--- config.mk ---
export PLATFORM = sky130hd
export DESIGN_NAME = alu_operand_stage
export DESIGN_NICKNAME = d
export VERILOG_FILES = /design/src/rtl/alu_operand_stage.sv
export SDC_FILE = /design/constraint.sdc
export NUM_CORES = 1
export LEC_CHECK = 0
export CAP_MARGIN = 20
export CELL_PAD_IN_SITES_DETAIL_PLACEMENT = 0
export CELL_PAD_IN_SITES_GLOBAL_PLACEMENT = 2
export CORE_MARGIN = 2
export CORE_UTILIZATION = 30
export CTS_CLUSTER_DIAMETER = 150
export DETAILED_ROUTE_END_ITERATION = 10
export PLACE_DENSITY = 0.86
export SLEW_MARGIN = 30
export SYNTH_ARGS = -nofsm -noshare
export SYNTH_HDL_FRONTEND = slang
export SYNTH_SLANG_ARGS = --single-unit
--- constraint.sdc ---
create_clock -name Fast_Clock -period 6.6 [get_ports Fast_Clock]
set_input_delay 0.66 -clock Fast_Clock [delete_from_list [all_inputs] [get_ports Fast_Clock]]
set_output_delay 0.66 -clock Fast_Clock [all_outputs]
set_load 0.01 [all_outputs]
--- src/rtl/alu_operand_stage.sv ---
// Operand-fetch/issue stage ahead of the ALU: register read with write-back forwarding,
// per-register pending scoreboard, divide-by-zero squash and a single registered output slot.
module alu_operand_stage #(
  parameter int unsigned DATA_W = 32,
  parameter int unsigned REG_N  = 32
) (
  input  logic              Fast_Clock,
  input  logic              Reset,
  input  logic              In_Valid,
  output logic              In_Ready,
  input  logic [4:0]        In_Op,
  input  logic [4:0]        In_Rs,
  input  logic [4:0]        In_Rt,
  input  logic [4:0]        In_Rd,
  input  logic              In_Use_Imm,
  input  logic [DATA_W-1:0] In_Imm,
  output logic [4:0]        RF_Addr_1,
  output logic [4:0]        RF_Addr_2,
  input  logic [DATA_W-1:0] RF_Data_1,
  input  logic [DATA_W-1:0] RF_Data_2,
  input  logic              WB_Write_En,
  input  logic [4:0]        WB_Addr,
  input  logic [DATA_W-1:0] WB_Data,
  input  logic              Flush,
  output logic              Out_Valid,
  input  logic              Out_Ready,
  output logic [DATA_W-1:0] Data_1,
  output logic [DATA_W-1:0] Data_2,
  output logic [4:0]        ALU_Op,
  output logic [4:0]        Out_Dest,
  output logic              Div_Zero
);

  typedef enum logic [4:0] {
    OP_DIV   = 5'd3,
    OP_MOD   = 5'd4,
    OP_NO_RT = 5'd8,
    OP_NOP   = 5'd17,
    OP_IMM   = 5'd18
  } op_e;

  logic [REG_N-1:0]  pend_q, pend_d;
  logic              valid_q, valid_d;
  logic [DATA_W-1:0] data1_q, data1_d, data2_q, data2_d;
  logic [4:0]        op_q, op_d, dest_q, dest_d;
  logic              dz_q, dz_d;
  logic              writer_q, writer_d;

  logic [4:0]        op_eff;
  logic              rs_used, rt_used, writes;
  logic              fwd_rs, fwd_rt, fwd_rd;
  logic [DATA_W-1:0] opnd1, opnd2;
  logic              div_zero, hazard, slot_free, accept;

  assign RF_Addr_1 = In_Rs;
  assign RF_Addr_2 = In_Rt;

  always_comb begin
    op_eff   = (In_Op > OP_IMM) ? OP_NOP : In_Op;
    rs_used  = !(op_eff == OP_NOP || op_eff == OP_IMM);
    rt_used  = !In_Use_Imm && !(op_eff == OP_NO_RT || op_eff == OP_NOP || op_eff == OP_IMM);
    writes   = (op_eff != OP_NOP) && (In_Rd != '0);

    fwd_rs   = WB_Write_En && (WB_Addr == In_Rs);
    fwd_rt   = WB_Write_En && (WB_Addr == In_Rt);
    fwd_rd   = WB_Write_En && (WB_Addr == In_Rd);

    opnd1    = (In_Rs == '0) ? '0 : (fwd_rs ? WB_Data : RF_Data_1);
    if (In_Use_Imm)
      opnd2  = In_Imm;
    else
      opnd2  = (In_Rt == '0) ? '0 : (fwd_rt ? WB_Data : RF_Data_2);

    div_zero = (op_eff == OP_DIV || op_eff == OP_MOD) && (opnd2 == '0);

    // A write-back landing this cycle resolves the hazard it would otherwise cause.
    hazard   = (rs_used && pend_q[In_Rs] && !fwd_rs)
            || (rt_used && pend_q[In_Rt] && !fwd_rt)
            || (writes  && pend_q[In_Rd] && !fwd_rd);

    slot_free = !valid_q || Out_Ready;
    In_Ready  = slot_free && !hazard && !Flush;
    accept    = In_Valid && In_Ready;
  end

  always_comb begin
    pend_d   = pend_q;
    valid_d  = valid_q;
    data1_d  = data1_q;
    data2_d  = data2_q;
    op_d     = op_q;
    dest_d   = dest_q;
    dz_d     = dz_q;
    writer_d = writer_q;

    // Clears first so a same-cycle set by an accept takes priority.
    if (WB_Write_En)
      pend_d[WB_Addr] = 1'b0;
    if (Flush && valid_q && writer_q)
      pend_d[dest_q] = 1'b0;

    if (accept) begin
      valid_d  = 1'b1;
      data1_d  = opnd1;
      data2_d  = opnd2;
      op_d     = div_zero ? OP_NOP : op_eff;
      dest_d   = In_Rd;
      dz_d     = div_zero;
      writer_d = writes && !div_zero;
      if (writes && !div_zero)
        pend_d[In_Rd] = 1'b1;
    end else if (Flush || Out_Ready) begin
      valid_d  = 1'b0;
    end

    pend_d[0] = 1'b0;
  end

  always_ff @(posedge Fast_Clock or posedge Reset) begin
    if (Reset) begin
      pend_q   <= '0;
      valid_q  <= 1'b0;
      data1_q  <= '0;
      data2_q  <= '0;
      op_q     <= OP_NOP;
      dest_q   <= '0;
      dz_q     <= 1'b0;
      writer_q <= 1'b0;
    end else begin
      pend_q   <= pend_d;
      valid_q  <= valid_d;
      data1_q  <= data1_d;
      data2_q  <= data2_d;
      op_q     <= op_d;
      dest_q   <= dest_d;
      dz_q     <= dz_d;
      writer_q <= writer_d;
    end
  end

  assign Out_Valid = valid_q;
  assign Data_1    = data1_q;
  assign Data_2    = data2_q;
  assign ALU_Op    = op_q;
  assign Out_Dest  = dest_q;
  assign Div_Zero  = dz_q;

endmodule

==> impl_metrics.toml <==
[synth]
synthDistinctLibCells = 57
synth_seq_area_share_pct = 36.80
synth.ff_latch_count = 108
ys_warn_count = 0
synth_ff_type = "dfrtp_1"
syn_inst = 702
syn_nets = 862
avgSynthCellArea_um2 = 10.47
ys_async_sr_fraction_pct = 100.0
synth_edf_count = 0
netlist_area_um2 = 7351

[pwr]
cellPowerDensity_nw_per_um2 = 239.8
seq_power_share_pct = 38.9
p_comb_share_pct = 37.4
p_leak_nw = 3.863
fin_total_pwr_w = 0.002459
intPower_w = 0.001659
clockPowerShare_pct = 23.7
vdd_drop_max_mv = 0.1839
p_sw_share_pct = 32.52
p_switching_w = 0.0007996

[routing]
wl_mm = 28.43
wire_per_inst_um = 23.11
postRouteAntennaNets = 0
post-route-drc-count = 0
met2_length_mm = 12.72
vias = 6821
firstDrtPassIters = 5
post_drt_via_cell_ratio = 5.546
wl_met1_mm = 12.77
detail_route.iter0.violations = 627
top_layer_used = "met4"
dr_wl_met3_mm = 1.982

[grt]
grt_pass1_vias = 6828
overflow = 0
grt_pass1_wl_mm = 42.82
grt_max_degree = 72
grt_antenna_before_repair = 0
grt.total_usage_pct = 21.88

[place]
detailedPlacementHpwl_mm = 20.99
place_congestion = 0.8536
pre_cts_ws_ps = 1534
io_buffers = 246
dpl.cell_count = 1214

[die]
num_rows = 57
die_area_um2 = 25770
fp.dieH_um = 160.5
die_width_um = 160.5
core_um2 = 24180
initial_core_util_pct = 30.40
io-pin-count = 247

[sta]
slew_headroom_pct = 34.31
worst-slew-pin-transition_ps = 982.2
setup_viol = 0
max_freq_mhz = 220.9
clock_skew_ps = 18.45
hold_violations = 0
grt_setup_unrepaired = "no"
tns_ps = 0
min_period_over_period_pct = 68.58
report.final.slew_viol_count = 0
finalWorstSetupSlack_ps = 2074
post-route-min-period_ps = 4526

[worst_setup_path]
cp-start-kind = "input pin"
cp-end-kind = "register"
worstPathMaxFanout = 71
cp_cell_sequence = "clkdlybuf4s50_1, mux4_2, o22a_1, o21ai_0, a211oi_1, a211oi_1, nand2_8, buf_4, mux2_2"
critPathTopFamily = "buffers and inverters"
arrival_ps = 4770
crit_buf_inv = 2
crit_type = "input pin to register"
path_common_cell = "a211oi_1"
slowest_stage = "clkdlybuf4s50_1"
cp.required_ps = 6850
critPathMaxStageDelay_ps = 1120

[finish]
fin_nets = 1061
diodes = 0
fin_cells = 1230
drive_above_1_share_pct = 16.56
syn2layout_area_growth_pct = 39.46

[outcome]
outcome = "finished, final reports clean"

[clock_network]
clock_latency_ps = 360
postCtsSetupRepairBufs = 0
clkSinkCount = 108
h-tree-depth = 3
cts.clk_slew.worst_paths_ps = 80
cts_root_buffer = "clkbuf_16"
cts_tree = "yes"
clockBufferDepth = 2
cts.repair.resized = 0
cts_hold_buf = 0
cts_made_buffers = 9

[min_path]
hold_class = "register to register"

[job]
cap_violations = 0
cell families (layout without fill, tap and decap cells):
| kind of cell | count (synthesis) | count (layout) | share of synthesized area [%] |
|---|---|---|---|
| mux | 173 | 173 | 27.03 |
| buf+inv | 75 | 279 | 5.243 |
| flops | 108 | 108 | 36.80 |
| compound gates | 134 | 134 | 15.10 |
| xor+xnor | 15 | 15 | 1.787 |
| simple gates | 197 | 197 | 14.04 |
power groups by stage:
stage | logic (W) | clock network [W] | registers (W)
after floorplan | 0.000357 | 0 | 0.000994
after global placement | 0.000912 | 0 | 0.000964
after detailed placement | 0.000921 | 0 | 0.000961
after CTS | 0.000925 | 0.000598 | 0.000952
after global routing | 0.000980 | 0.000627 | 0.000978
final | 0.000920 | 0.000583 | 0.000956
final cells by class:
cell class / instances / area (um^2)
Fill cell: 2309 / 13930
Timing Repair Buffer: 252 / 2507
Inverter: 11 / 43.79
Tap cell: 324 / 405.4
Clock inverter: 7 / 80.08
Multi-Input combinational cell: 519 / 4284
Sequential cell: 108 / 2705
Clock buffer: 9 / 225.2
layout by cell type (no fill, tap or decap), drive strengths merged, types with 5 or more instances in the layout:
cell             n
o41ai           31
nand4            8
dfrtp          106
a2111oi          6
clkdlybuf4s50  246
o221ai          32
nand3b          13
mux2            84
xnor2            7
nor2b            8
nor4            19
nor2            50
or4              6
nand2           49
nand3           11
buf              6
xor2             8
inv             14
clkbuf           9
nor3             8
mux2i           77
or3b             6
or3              5
o21ai           37
a21oi            7
mux4            12
cells in the mapped netlist, drive strengths merged, types with 2 or more instances:
master   number  area share [%]
nand2b        3            0.26
xnor2         7            0.83
nor4         19             1.6
nor3          8            0.54
buf          40             3.5
nor2b         8            0.68
dfrtp       106              36
a221oi        2            0.24
nand2        49             2.6
a211oi        2            0.20
nor3b         2            0.20
or3           5            0.43
nand3b       13             1.3
o221ai       32             3.8
clkbuf       24             1.2
a22oi         2            0.20
mux2i        77              10
o211ai        2            0.20
dfstp         2            0.71
or4           6            0.61
nand3        11            0.75
inv          11            0.56
nand4         8            0.68
xor2          8            0.95
mux4         12             3.7
or3b          6            0.71
nor2         50             2.6
or2           2            0.17
and2          2            0.17
and3          2            0.17
o41ai        31             5.1
a21oi         7            0.48
a2111oi       6            0.80
mux2         84              13
o21ai        37             2.5
flip-flops by register name, indices dropped and copies added, names as in the netlist:
name	count
Data_1	32
Data_2	32
pend_q	31
ALU_Op	5
Out_Dest	5
Div_Zero	1
Out_Valid	1
writer_q	1
metrics by stage:
| stage | hold WS, ps | utilization, % | area (um^2) |
|---|---|---|---|
| finish | 475.3 | 42.40 | 10250 |
| global route | 511.4 | 42.40 | 10250 |
| CTS | 477.2 | 42.36 | 10240 |
| detailed placement | 464.7 | 41.10 | 9937 |
| global placement | 460.1 | 41.09 | 9933 |
| floorplan | 473.9 | - | 7351 |
per-layer routing:
layer  up-vias  track usage, %
met5         -               0
met3        60           3.951
met4         0           9.214
met2       317           32.70
met1      3350           31.10
li1       3094               -
worst paths after layout:
path	start	to	slack, ps	cells past startpoint
max	In_Rd[1]	ALU_Op[3]	2070	9
min	ALU_Op[4]	ALU_Op[4]	480	2
max reg2reg	pend_q[2]	ALU_Op[3]	3100	8
min reg2reg	ALU_Op[4]	ALU_Op[4]	480	2
max in group asynchronous	Reset	Data_2[18]	4580	3
min in group asynchronous	Reset	pend_q[20]	790	2
tightest hold or removal path: stages (launching register included):
cell     delay, ps
dfstp_2        370
inv_1           40
mux2i_1         60
Power figures use the tool's default switching activity.
